File: src/rtl/regfile_arb_pkg.sv
// Shared constants and types for the register-file write arbiter.
// Register targets, grant source encoding and the buffered write entry.
package regfile_arb_pkg;

    localparam logic [4:0] K0_ADDR        = 5'd26;
    localparam logic [4:0] UART_REG1_ADDR = 5'd24;
    localparam logic [4:0] UART_REG2_ADDR = 5'd25;

    typedef enum logic [1:0] {
        SRC_NONE = 2'd0,
        SRC_WB   = 2'd1,
        SRC_TRAP = 2'd2,
        SRC_UART = 2'd3
    } arb_src_e;

    typedef struct packed {
        logic [4:0]  addr;
        logic [31:0] data;
    } rf_wr_t;

    // $0 never creates a hazard, so a zero source never matches.
    function automatic logic src_hit(input logic [4:0] src, input logic [4:0] addr);
        return (src != 5'd0) && (src == addr);
    endfunction

endpackage

File: src/rtl/rf_arb_fifo.sv
// Circular write buffer for UART register writes; exposes per-entry
// valid/address so the arbiter can compare every pending target with ID sources.
module rf_arb_fifo
    import regfile_arb_pkg::*;
#(
    parameter int unsigned DEPTH = 4
) (
    input  logic                         clk,
    input  logic                         reset,
    input  logic                         push,
    input  rf_wr_t                       push_entry,
    input  logic                         pop,
    output rf_wr_t                       head,
    output logic [$clog2(DEPTH):0]       count,
    output logic [DEPTH-1:0]             entry_valid,
    output logic [DEPTH-1:0][4:0]        entry_addr
);

    localparam int unsigned PW = $clog2(DEPTH);

    rf_wr_t        mem [DEPTH];
    logic [PW-1:0] rd_ptr;
    logic [PW-1:0] wr_ptr;

    always_ff @(posedge clk) begin
        if (reset) begin
            rd_ptr <= '0;
            wr_ptr <= '0;
            count  <= '0;
        end else begin
            if (push) wr_ptr <= wr_ptr + 1'b1;
            if (pop)  rd_ptr <= rd_ptr + 1'b1;
            if (push && !pop)
                count <= count + 1'b1;
            else if (pop && !push)
                count <= count - 1'b1;
        end
    end

    always_ff @(posedge clk) begin
        if (push && !reset)
            mem[wr_ptr] <= push_entry;
    end

    assign head = mem[rd_ptr];

    // A slot is live when its distance from the read pointer is below the count.
    always_comb begin
        entry_valid = '0;
        entry_addr  = '0;
        for (int unsigned i = 0; i < DEPTH; i++) begin
            entry_valid[i] = {1'b0, PW'(i) - rd_ptr} < count;
            entry_addr[i]  = mem[i].addr;
        end
    end

endmodule

File: src/rtl/regfile_write_arbiter.sv
// Single write port arbiter for the ID-stage register file: WB, buffered
// trap ($k0) and UART writes, with anti-starvation hold and ID read hazard stall.
module regfile_write_arbiter #(
    parameter int unsigned UART_FIFO_DEPTH = 4,
    parameter int unsigned STARVE_LIMIT    = 8,
    parameter logic [4:0]  K0_ADDR         = regfile_arb_pkg::K0_ADDR,
    parameter logic [4:0]  UART_REG1_ADDR  = regfile_arb_pkg::UART_REG1_ADDR,
    parameter logic [4:0]  UART_REG2_ADDR  = regfile_arb_pkg::UART_REG2_ADDR
) (
    input  logic        clk,
    input  logic        reset,
    input  logic        wb_we,
    input  logic [4:0]  wb_addr,
    input  logic [31:0] wb_data,
    input  logic        trap_req,
    input  logic [31:0] trap_data,
    output logic        trap_busy,
    output logic        trap_ack,
    input  logic        uart_valid,
    input  logic        uart_flag,
    input  logic [7:0]  uart_data,
    output logic        uart_ready,
    input  logic [4:0]  id_rs,
    input  logic [4:0]  id_rt,
    output logic        hazard_stall,
    output logic        pipe_hold,
    output logic        rf_we,
    output logic [4:0]  rf_addr,
    output logic [31:0] rf_data
);

    import regfile_arb_pkg::*;

    localparam int unsigned CW = $clog2(UART_FIFO_DEPTH) + 1;
    localparam int unsigned SW = $clog2(STARVE_LIMIT + 1);
    localparam logic [CW-1:0] FIFO_FULL  = CW'(UART_FIFO_DEPTH);
    localparam logic [SW-1:0] STARVE_MAX = SW'(STARVE_LIMIT);

    logic                             trap_valid;
    logic [31:0]                      trap_q;
    logic                             trap_capture;
    logic [SW-1:0]                    starve_cnt;
    logic [SW-1:0]                    starve_next;
    logic                             pipe_hold_q;
    logic                             pending;
    logic                             buf_grant;
    arb_src_e                         src;

    logic                             fifo_push;
    logic                             fifo_pop;
    logic                             fifo_nonempty;
    rf_wr_t                           uart_entry;
    rf_wr_t                           fifo_head;
    logic [CW-1:0]                    fifo_count;
    logic [UART_FIFO_DEPTH-1:0]       fifo_valid;
    logic [UART_FIFO_DEPTH-1:0][4:0]  fifo_addr;

    assign uart_entry.addr = uart_flag ? UART_REG2_ADDR : UART_REG1_ADDR;
    assign uart_entry.data = {24'h0, uart_data};

    assign uart_ready    = !reset && (fifo_count != FIFO_FULL);
    assign fifo_push     = uart_valid && uart_ready;
    assign fifo_pop      = (src == SRC_UART);
    assign fifo_nonempty = (fifo_count != '0);

    rf_arb_fifo #(
        .DEPTH(UART_FIFO_DEPTH)
    ) u_fifo (
        .clk        (clk),
        .reset      (reset),
        .push       (fifo_push),
        .push_entry (uart_entry),
        .pop        (fifo_pop),
        .head       (fifo_head),
        .count      (fifo_count),
        .entry_valid(fifo_valid),
        .entry_addr (fifo_addr)
    );

    // WB to $0 is dropped so the slot falls through to the buffered sources.
    always_comb begin
        src = SRC_NONE;
        if (reset)
            src = SRC_NONE;
        else if (wb_we && (wb_addr != '0) && !pipe_hold_q)
            src = SRC_WB;
        else if (trap_valid)
            src = SRC_TRAP;
        else if (fifo_nonempty)
            src = SRC_UART;
    end

    always_comb begin
        rf_we   = 1'b0;
        rf_addr = '0;
        rf_data = '0;
        case (src)
            SRC_WB:   begin rf_we = 1'b1; rf_addr = wb_addr;        rf_data = wb_data;        end
            SRC_TRAP: begin rf_we = 1'b1; rf_addr = K0_ADDR;        rf_data = trap_q;         end
            SRC_UART: begin rf_we = 1'b1; rf_addr = fifo_head.addr; rf_data = fifo_head.data; end
            default:  ;
        endcase
    end

    assign trap_ack  = (src == SRC_TRAP);
    assign trap_busy = !reset && trap_valid;
    assign pipe_hold = !reset && pipe_hold_q;

    // A new trap may land in the same cycle the old one drains.
    assign trap_capture = trap_req && (!trap_valid || (src == SRC_TRAP));

    always_ff @(posedge clk) begin
        if (reset) begin
            trap_valid <= 1'b0;
            trap_q     <= '0;
        end else if (trap_capture) begin
            trap_valid <= 1'b1;
            trap_q     <= trap_data;
        end else if (src == SRC_TRAP) begin
            trap_valid <= 1'b0;
        end
    end

    assign pending   = trap_valid || fifo_nonempty;
    assign buf_grant = (src == SRC_TRAP) || (src == SRC_UART);

    always_comb begin
        starve_next = starve_cnt;
        if (!pending || buf_grant)
            starve_next = '0;
        else if (starve_cnt != STARVE_MAX)
            starve_next = starve_cnt + 1'b1;
    end

    // The hold cycle always grants a buffered source, which clears the counter,
    // so pipe_hold is a single-cycle pulse.
    always_ff @(posedge clk) begin
        if (reset) begin
            starve_cnt  <= '0;
            pipe_hold_q <= 1'b0;
        end else begin
            starve_cnt  <= starve_next;
            pipe_hold_q <= (starve_next == STARVE_MAX);
        end
    end

    always_comb begin
        hazard_stall = 1'b0;
        if (trap_valid && (src_hit(id_rs, K0_ADDR) || src_hit(id_rt, K0_ADDR)))
            hazard_stall = 1'b1;
        for (int unsigned i = 0; i < UART_FIFO_DEPTH; i++) begin
            if (fifo_valid[i] && (src_hit(id_rs, fifo_addr[i]) || src_hit(id_rt, fifo_addr[i])))
                hazard_stall = 1'b1;
        end
        if (reset)
            hazard_stall = 1'b0;
    end

endmodule

File: config.mk
export PLATFORM = sky130hd
export DESIGN_NAME = regfile_write_arbiter
export DESIGN_NICKNAME = d
export VERILOG_FILES = /design/src/rtl/regfile_arb_pkg.sv /design/src/rtl/rf_arb_fifo.sv /design/src/rtl/regfile_write_arbiter.sv
export SDC_FILE = /design/constraint.sdc
export NUM_CORES = 1
export LEC_CHECK = 0
export ABC_CLOCK_PERIOD_IN_PS = 3900
export CORE_MARGIN = 5
export CORE_UTILIZATION = 60
export CTS_CLUSTER_DIAMETER = 200
export DETAILED_ROUTE_END_ITERATION = 7
export PLACE_DENSITY = 0.95
export SLEW_MARGIN = 40
export SYNTH_ARGS = -nofsm -noshare
export SYNTH_HDL_FRONTEND = slang
export SYNTH_HIERARCHICAL = 1
export SYNTH_SLANG_ARGS = --single-unit
File: constraint.sdc
create_clock -name clk -period 3.9 [get_ports clk]
set_input_delay 0.585 -clock clk [delete_from_list [all_inputs] [get_ports clk]]
set_output_delay 0.585 -clock clk [all_outputs]
set_load 0.02 [all_outputs]
After elaboration in Yosys (flattened, before gate mapping)
Memories as Yosys holds them, arrays and structs flattened. A register that Yosys moved wholly into a read port is not among the register bits.
Cells that the tools add are included.
- memories kept: 1
- register bits after elaboration: 45
- logic and storage cells: 108
- memory bits (writable): 36
- input bits: 93
- memory list (name ; words ; width ; rd ports ; clocked after memory_dff ; write ports ; line ; text):
    u_fifo.mem ; 4 ; 9 ; 5 ; 1 ; 1 ; rf_arb_fifo.sv:21 ; rf_wr_t mem [DEPTH];
- reduce and logical (&&, ||, !) cells: 47
- $lt $le $gt $ge: 4
- add/sub/neg operators: 9
- eq/ne operators: 16
- mux-type cells: 24
- operators by type and width (kind ; number):
    32-bit one-hot mux with 3 select lines ; 1
    5-bit equality test ; 8
    1-bit logical AND ; 25
    5-bit one-hot mux with 3 select lines ; 1
    5-bit nonzero test ; 3
    2-bit by 3-bit < comparator with 1-bit output ; 4
    1-bit 2-to-1 mux ; 12
    2-bit 2-to-1 mux ; 6
    5-bit equality test (second input constant) ; 2
    1-bit logical OR ; 9
    4-bit 2-to-1 mux ; 2
    1-bit zero test ; 6
    3-bit 2-to-1 mux ; 2
    2-bit by 1-bit adder with 2-bit output (second input constant) ; 2
    4-bit by 1-bit adder with 4-bit output (second input constant) ; 1
    2-bit equality test (second input constant) ; 2
    4-bit equality test (second input constant) ; 1
    4-bit inequality test (second input constant) ; 1
    2-bit nonzero test ; 2
    1-bit by 2-bit subtractor with 2-bit output (first input constant) ; 2
    2-bit subtractor (first input constant) ; 2
    3-bit by 1-bit adder with 3-bit output (second input constant) ; 1
    3-bit inequality test (second input constant) ; 1
    3-bit nonzero test ; 1
    3 further kinds ; 3

Depth between registers and ports, before layout
- depth after elaboration: 10
- depth in mapped cells: 11
- gate-level depth less buffers: 10

By module
Netlist, hierarchy kept.
- modules (own cells, without submodules) (module ; sequential area each (um^2) ; instances ; cells an instance ; area an instance (um^2)):
    rf_arb_fifo ; 4624.4 ; 1 ; 275 ; 6098.3
    regfile_write_arbiter ; 760.7 ; 1 ; 354 ; 2722.6

Worst setup path after synthesis
Ideal clock, no wire load.
- kind: input to register
- from: input reset
- to: memory u_fifo/mem[0][0] (netlist bit) (enable)
- slack: 0.880 ns
- stages: 5
- library setup time: 0.398 ns
- data required time: 3.502 ns
- arrival time: 2.623 ns
- path buffers: 1
- cells stage by stage: clkbuf_1 > a21oi_1 > and2_1 > nor2b_1 > and2_1
- word-level cells in the longest chain between the ends: 6
- ends and longest elaborated chain (what ; line ; text):
    start, declared ; regfile_write_arbiter.sv:11 ; input logic reset,
    1-bit zero test ; regfile_write_arbiter.sv:61 ; assign uart_ready = !reset && (fifo_count != FIFO_FULL);
    1-bit logical AND ; regfile_write_arbiter.sv:61 ;
    net uart_ready ; regfile_write_arbiter.sv:22 ; output logic uart_ready,
    1-bit logical AND ; regfile_write_arbiter.sv:62 ; assign fifo_push = uart_valid && uart_ready;
    net fifo_push ; regfile_write_arbiter.sv:49 ; logic fifo_push;
    1-bit logical AND ; rf_arb_fifo.sv:41 ; if (push && !reset)
    1-bit 2-to-1 mux ; rf_arb_fifo.sv:41 ;
    1-bit 2-to-1 mux (implied by the code) ; rf_arb_fifo.sv:42 ; mem[wr_ptr] <= push_entry;
    end, declared ; rf_arb_fifo.sv:21 ;
The timed path passes the listed nets, and every way through them passes these cells.

Final worst setup path
- from: input wb_addr[3]
- to: output rf_data[27]
- word-level cells in the longest chain between the ends: 7
- elaborated cells between the ends (all ways): 9
- ends and longest elaborated chain (what ; line ; text):
    start, declared ; regfile_write_arbiter.sv:13 ; input logic [4:0] wb_addr,
    5-bit nonzero test (*) ; regfile_write_arbiter.sv:85 ; else if (wb_we && (wb_addr != '0) && !pipe_hold_q)
    1-bit logical AND (*) (2 in series) ; regfile_write_arbiter.sv:85 ;
    2-bit 2-to-1 mux (*) ; regfile_write_arbiter.sv:85 ;
    2-bit 2-to-1 mux (*) ; regfile_write_arbiter.sv:83 ; if (reset)
    2-bit equality test / 2-bit by 1-bit equality test with 1-bit output (equally long branches) ; regfile_write_arbiter.sv:97 ; case (src)
    32-bit one-hot mux with 3 select lines (*) ; regfile_write_arbiter.sv:97 ;
    end, declared ; regfile_write_arbiter.sv:29 ; output logic [31:0] rf_data
Mark *: on every way between the ends. The rest lies on a longest branch, timed or not.

==> reports/qor.csv <==
stage,metric,value,unit
power_and_ir_drop,power after layout,4.96,mW
logic_synthesis,Yosys top cell area share,0.504,
cells_and_area,filler instances,808,
logic_synthesis,Post-synth top flop,edfxtp_1,
clocking,H-tree depth,4,
job,max-cap violations,0,
timing,Period minus WS final,3.77,ns
placed_design,Final Wtd Congestion,0.949,
setup_path,critical path type,in2out,
setup_path,CP cell instances,"clkdlybuf4s50_1, or4_4, o21a_4, nor4_4, buf_12, a222oi_1, inv_1, clkdlybuf4s50_1",
global_route,vias in the first global route,6367,
floorplan,Die Wd,131,um
placed_design,buffers added on ports,135,
setup_path,Worst Setup Start Kind,input pin,
setup_path,CP max FO,30,
setup_path,Worst path max stage delay,0.60,ns
logic_synthesis,sequential share of the synthesized area,0.610,
timing,final setup fails,0,
clocking,Root Buffer,clkbuf_16,
detailed_routing,Antenna Violating Nets Remaining,0,
global_route,GR Overflow Total,0,
detailed_routing,Iter 0 DRT Violations,760,
clocking,Skew-Pair Late Insertion Delay,0.43,ns
detailed_routing,final WL,21900,um
setup_path,register-to-register setup slack,1.18,ns
power_and_ir_drop,clock network fraction of design power,0.369,
cells_and_area,Area Growth Syn to Fin,27.4,%
global_route,pin count of the biggest net entering global routing,45,
power_and_ir_drop,Comb pwr share,0.155,
run_status,outcome,"finished, violations left",
timing,Final Slew Violations,0,
cells_and_area,flip-flop and latch area,0.00539,sq mm
clocking,Num CTS Buffers,17,
placed_design,post-DP HPWL,14000,um
cells_and_area,area of the multi-input gates,0.00327,sq mm
setup_path,Register-to-Register Path Depth,6,
timing,Setup TNS,0,ns
setup_path,Crit path depth,8,
logic_synthesis,Seq cells post-synth,195,
logic_synthesis,synthesized area per cell,14.0,sq um
timing,Max Clock Skew,0.00609,ns
clocking,Clock transition at path regs,0.06,ns
power_and_ir_drop,Cell Int Power,3.77,mW
power_and_ir_drop,Leak,4.11,nW
power_and_ir_drop,P_sw,1.19,mW
power_and_ir_drop,Reg power frac,0.476,
logic_synthesis,post-synthesis instance area,0.00882,sq mm
timing,final hold violation count,0,
floorplan,Total Die Area,0.0172,sq mm
floorplan,Die H,131,um
detailed_routing,drt pass-1 iters,8,
power_and_ir_drop,switch share,0.241,
global_route,antenna violations before repair,2,
floorplan,Ports,136,
power_and_ir_drop,PwrDens,441,mW/mm^2
detailed_routing,wire per inst,20.9,um
timing,f_max,265,MHz
setup_path,cell mode on critical path,clkdlybuf4s50_1,
timing,max_slew headroom,0.541,
logic_synthesis,count of cell types in the netlist,47,
logic_synthesis,asr flop ratio synth,0,
setup_path,Reg2Reg Capture Point,u_fifo/mem[1][18],
cells_and_area,Post-Layout Cell Count,1045,
setup_path,Crit path max-delay family,buffers and inverters,
cells_and_area,fraction of layout cells with a size suffix above 1,0.116,
clocking,setup repair bufs after CTS,0,
setup_path,arrival time worst endpoint,3.19,ns
floorplan,initial core utilization,0.609,
setup_path,Setup crit end,rf_data[27],
clocking,Max clock buf depth,2,
logic_synthesis,gate count of the mapped netlist,629,
setup_path,slowest CP cell,clkdlybuf4s50_1,
timing,RSZ-0062 raised after global routing,false,
floorplan,FP Rows,44,
clocking,CTS tree,built,
setup_path,worst r2r src,u_fifo/count[0],
run_status,violated checks,design-rule violations,
logic_synthesis,Area contributors post-synth,"edfxtp_1 50%, dfxtp_1 11%, mux4_2 7.7%, a222oi_1 3.6%, xnor2_1 2.8%",
timing,slew at the pin closest to its max-slew limit,0.689,ns
hold_path,Worst Hold Class,reg2reg,
timing,Final Cycle Share,0.967,
global_route,first-pass GRT wire length,34400,um
clocking,CTS sink cnt,195,
setup_path,CP endpoint kind,output pin,
detailed_routing,vias post-DR,6115,
logic_synthesis,"EDFF count, synth",148,
floorplan,core area,0.0145,sq mm
setup_path,CP required,3.31,ns
cells_and_area,Nets,951,
hold_path,cell depth of the worst hold path,2,
logic_synthesis,most common cell in the netlist,edfxtp_1,
logic_synthesis,Commonest cells post-synth,"148 x edfxtp_1, 47 x dfxtp_1, 44 x inv_1, 41 x a21oi_1, 40 x nand3_1",
setup_path,buffer and inverter count on the worst path,4,
global_route,GR Util All Layers,0.257,
logic_synthesis,warnings from Yosys,6,
detailed_routing,DRC,2,
logic_synthesis,Synth area leader,edfxtp_1,
setup_path,critical path startpoint,wb_addr[3],
power_and_ir_drop,VDD IR max,0.302,mV
detailed_routing,Via density,5.85,
placed_design,placed instance count,1011,
## tightest hold or removal path, cell delays in order, from the launching register on
cell and delay [ns]:
dfxtp_1 0.31, o21ai_0 0.07, a21oi_1 0.06
## routing by layer
metal / track usage / vias to the layer above / wire length [um]
li1: - / 2719 / -
met1: 0.323 / 2961 / 8170
met2: 0.425 / 362 / 11000
met3: 0.0562 / 73 / 1820
met4: 0.126 / 0 / 915
met5: 0 / - / 0
## cell type report
cell class                 instances  area share
clock buffer                      19      0.0394
timing repair buffer             156       0.138
inverter                          44      0.0147
clock inverter                    13      0.0162
antenna                            2    0.000445
multi-input combinational        432       0.291
sequential                       195       0.479
tap                              184      0.0205
## cells in the final DEF, fill, tap and decap left out, types with 4 or more instances in the layout
cell	instances
inv_1	43
buf_12	4
mux4_2	30
buf_4	17
dfxtp_1	45
clkbuf_16	17
bufinv_16	4
a21oi_1	41
nor4_1	10
clkdlybuf4s50_1	133
xnor2_1	28
nand2_1	4
nand4_1	4
nor2b_1	5
nor3_1	4
o21ai_0	37
edfxtp_1	148
mux4_1	7
a222oi_1	32
nor2_1	13
nand3_1	40
and2_2	4
xor2_1	19
clkinvlp_4	4
ha_1	11
conb_1	112
## cell families (layout without fill, tap and decap cells)
kind of cell,after synthesis,in the layout,share of synthesized area
AND/OR/NAND/NOR,97,97,0.0617
flip-flops,195,195,0.610
multiplexers,40,40,0.101
AO/OA/AOI/OAI,124,124,0.0943
adder cells (fa/ha/maj),12,12,0.0179
other,2,114,0.000851
XOR/XNOR,47,47,0.0467
buffers and inverters,112,232,0.0672
## state kept, by name, summed over array words and instances, names as in the netlist, named ones only
register	cells
u_fifo/wr_ptr	2
trap_q	32
starve_cnt	4
u_fifo/mem	148
u_fifo/count	3
trap_valid	1
u_fifo/rd_ptr	2
pipe_hold_q	1
## worst min path at each step
stage | end | slack, ns | startpoint
global route | trap_q[11] | 0.50 | trap_q[11]
detailed placement | trap_q[16] | 0.47 | trap_q[16]
global placement | trap_q[31] | 0.46 | trap_q[31]
CTS | trap_q[16] | 0.48 | trap_q[16]
floorplan | trap_q[0] | 0.45 | trap_q[0]
finish | trap_q[18] | 0.48 | trap_q[18]
## timing repair
action / 4_1_cts / 5_1_grt
resized for setup: 0 / 1
endpoints found under the setup margin: 0 / 1
hold buffers: 0 / 0
## power groups by stage
stage / Combinational, mW / Clock [mW] / Sequential, mW
after floorplan: 0.483 / 0 / 2.37
after global placement: 0.726 / 0 / 2.40
after detailed placement: 0.745 / 0 / 2.40
after CTS: 0.761 / 1.86 / 2.36
after global routing: 0.825 / 1.95 / 2.37
final: 0.770 / 1.83 / 2.36
## per-stage QoR
stage          setup WS, ns   util  cell area, sq um  hold WS (ns)
2_1_floorplan         0.880      -              9230         0.453
3_3_place_gp          0.197  0.732             10600         0.460
3_5_place_dp          0.121  0.733             10600         0.469
4_1_cts               0.117  0.776             11200         0.478
5_1_grt              0.0354  0.776             11200         0.503
6_report              0.130  0.776             11200         0.479
No activity file was read; power rests on OpenSTA's default activity.
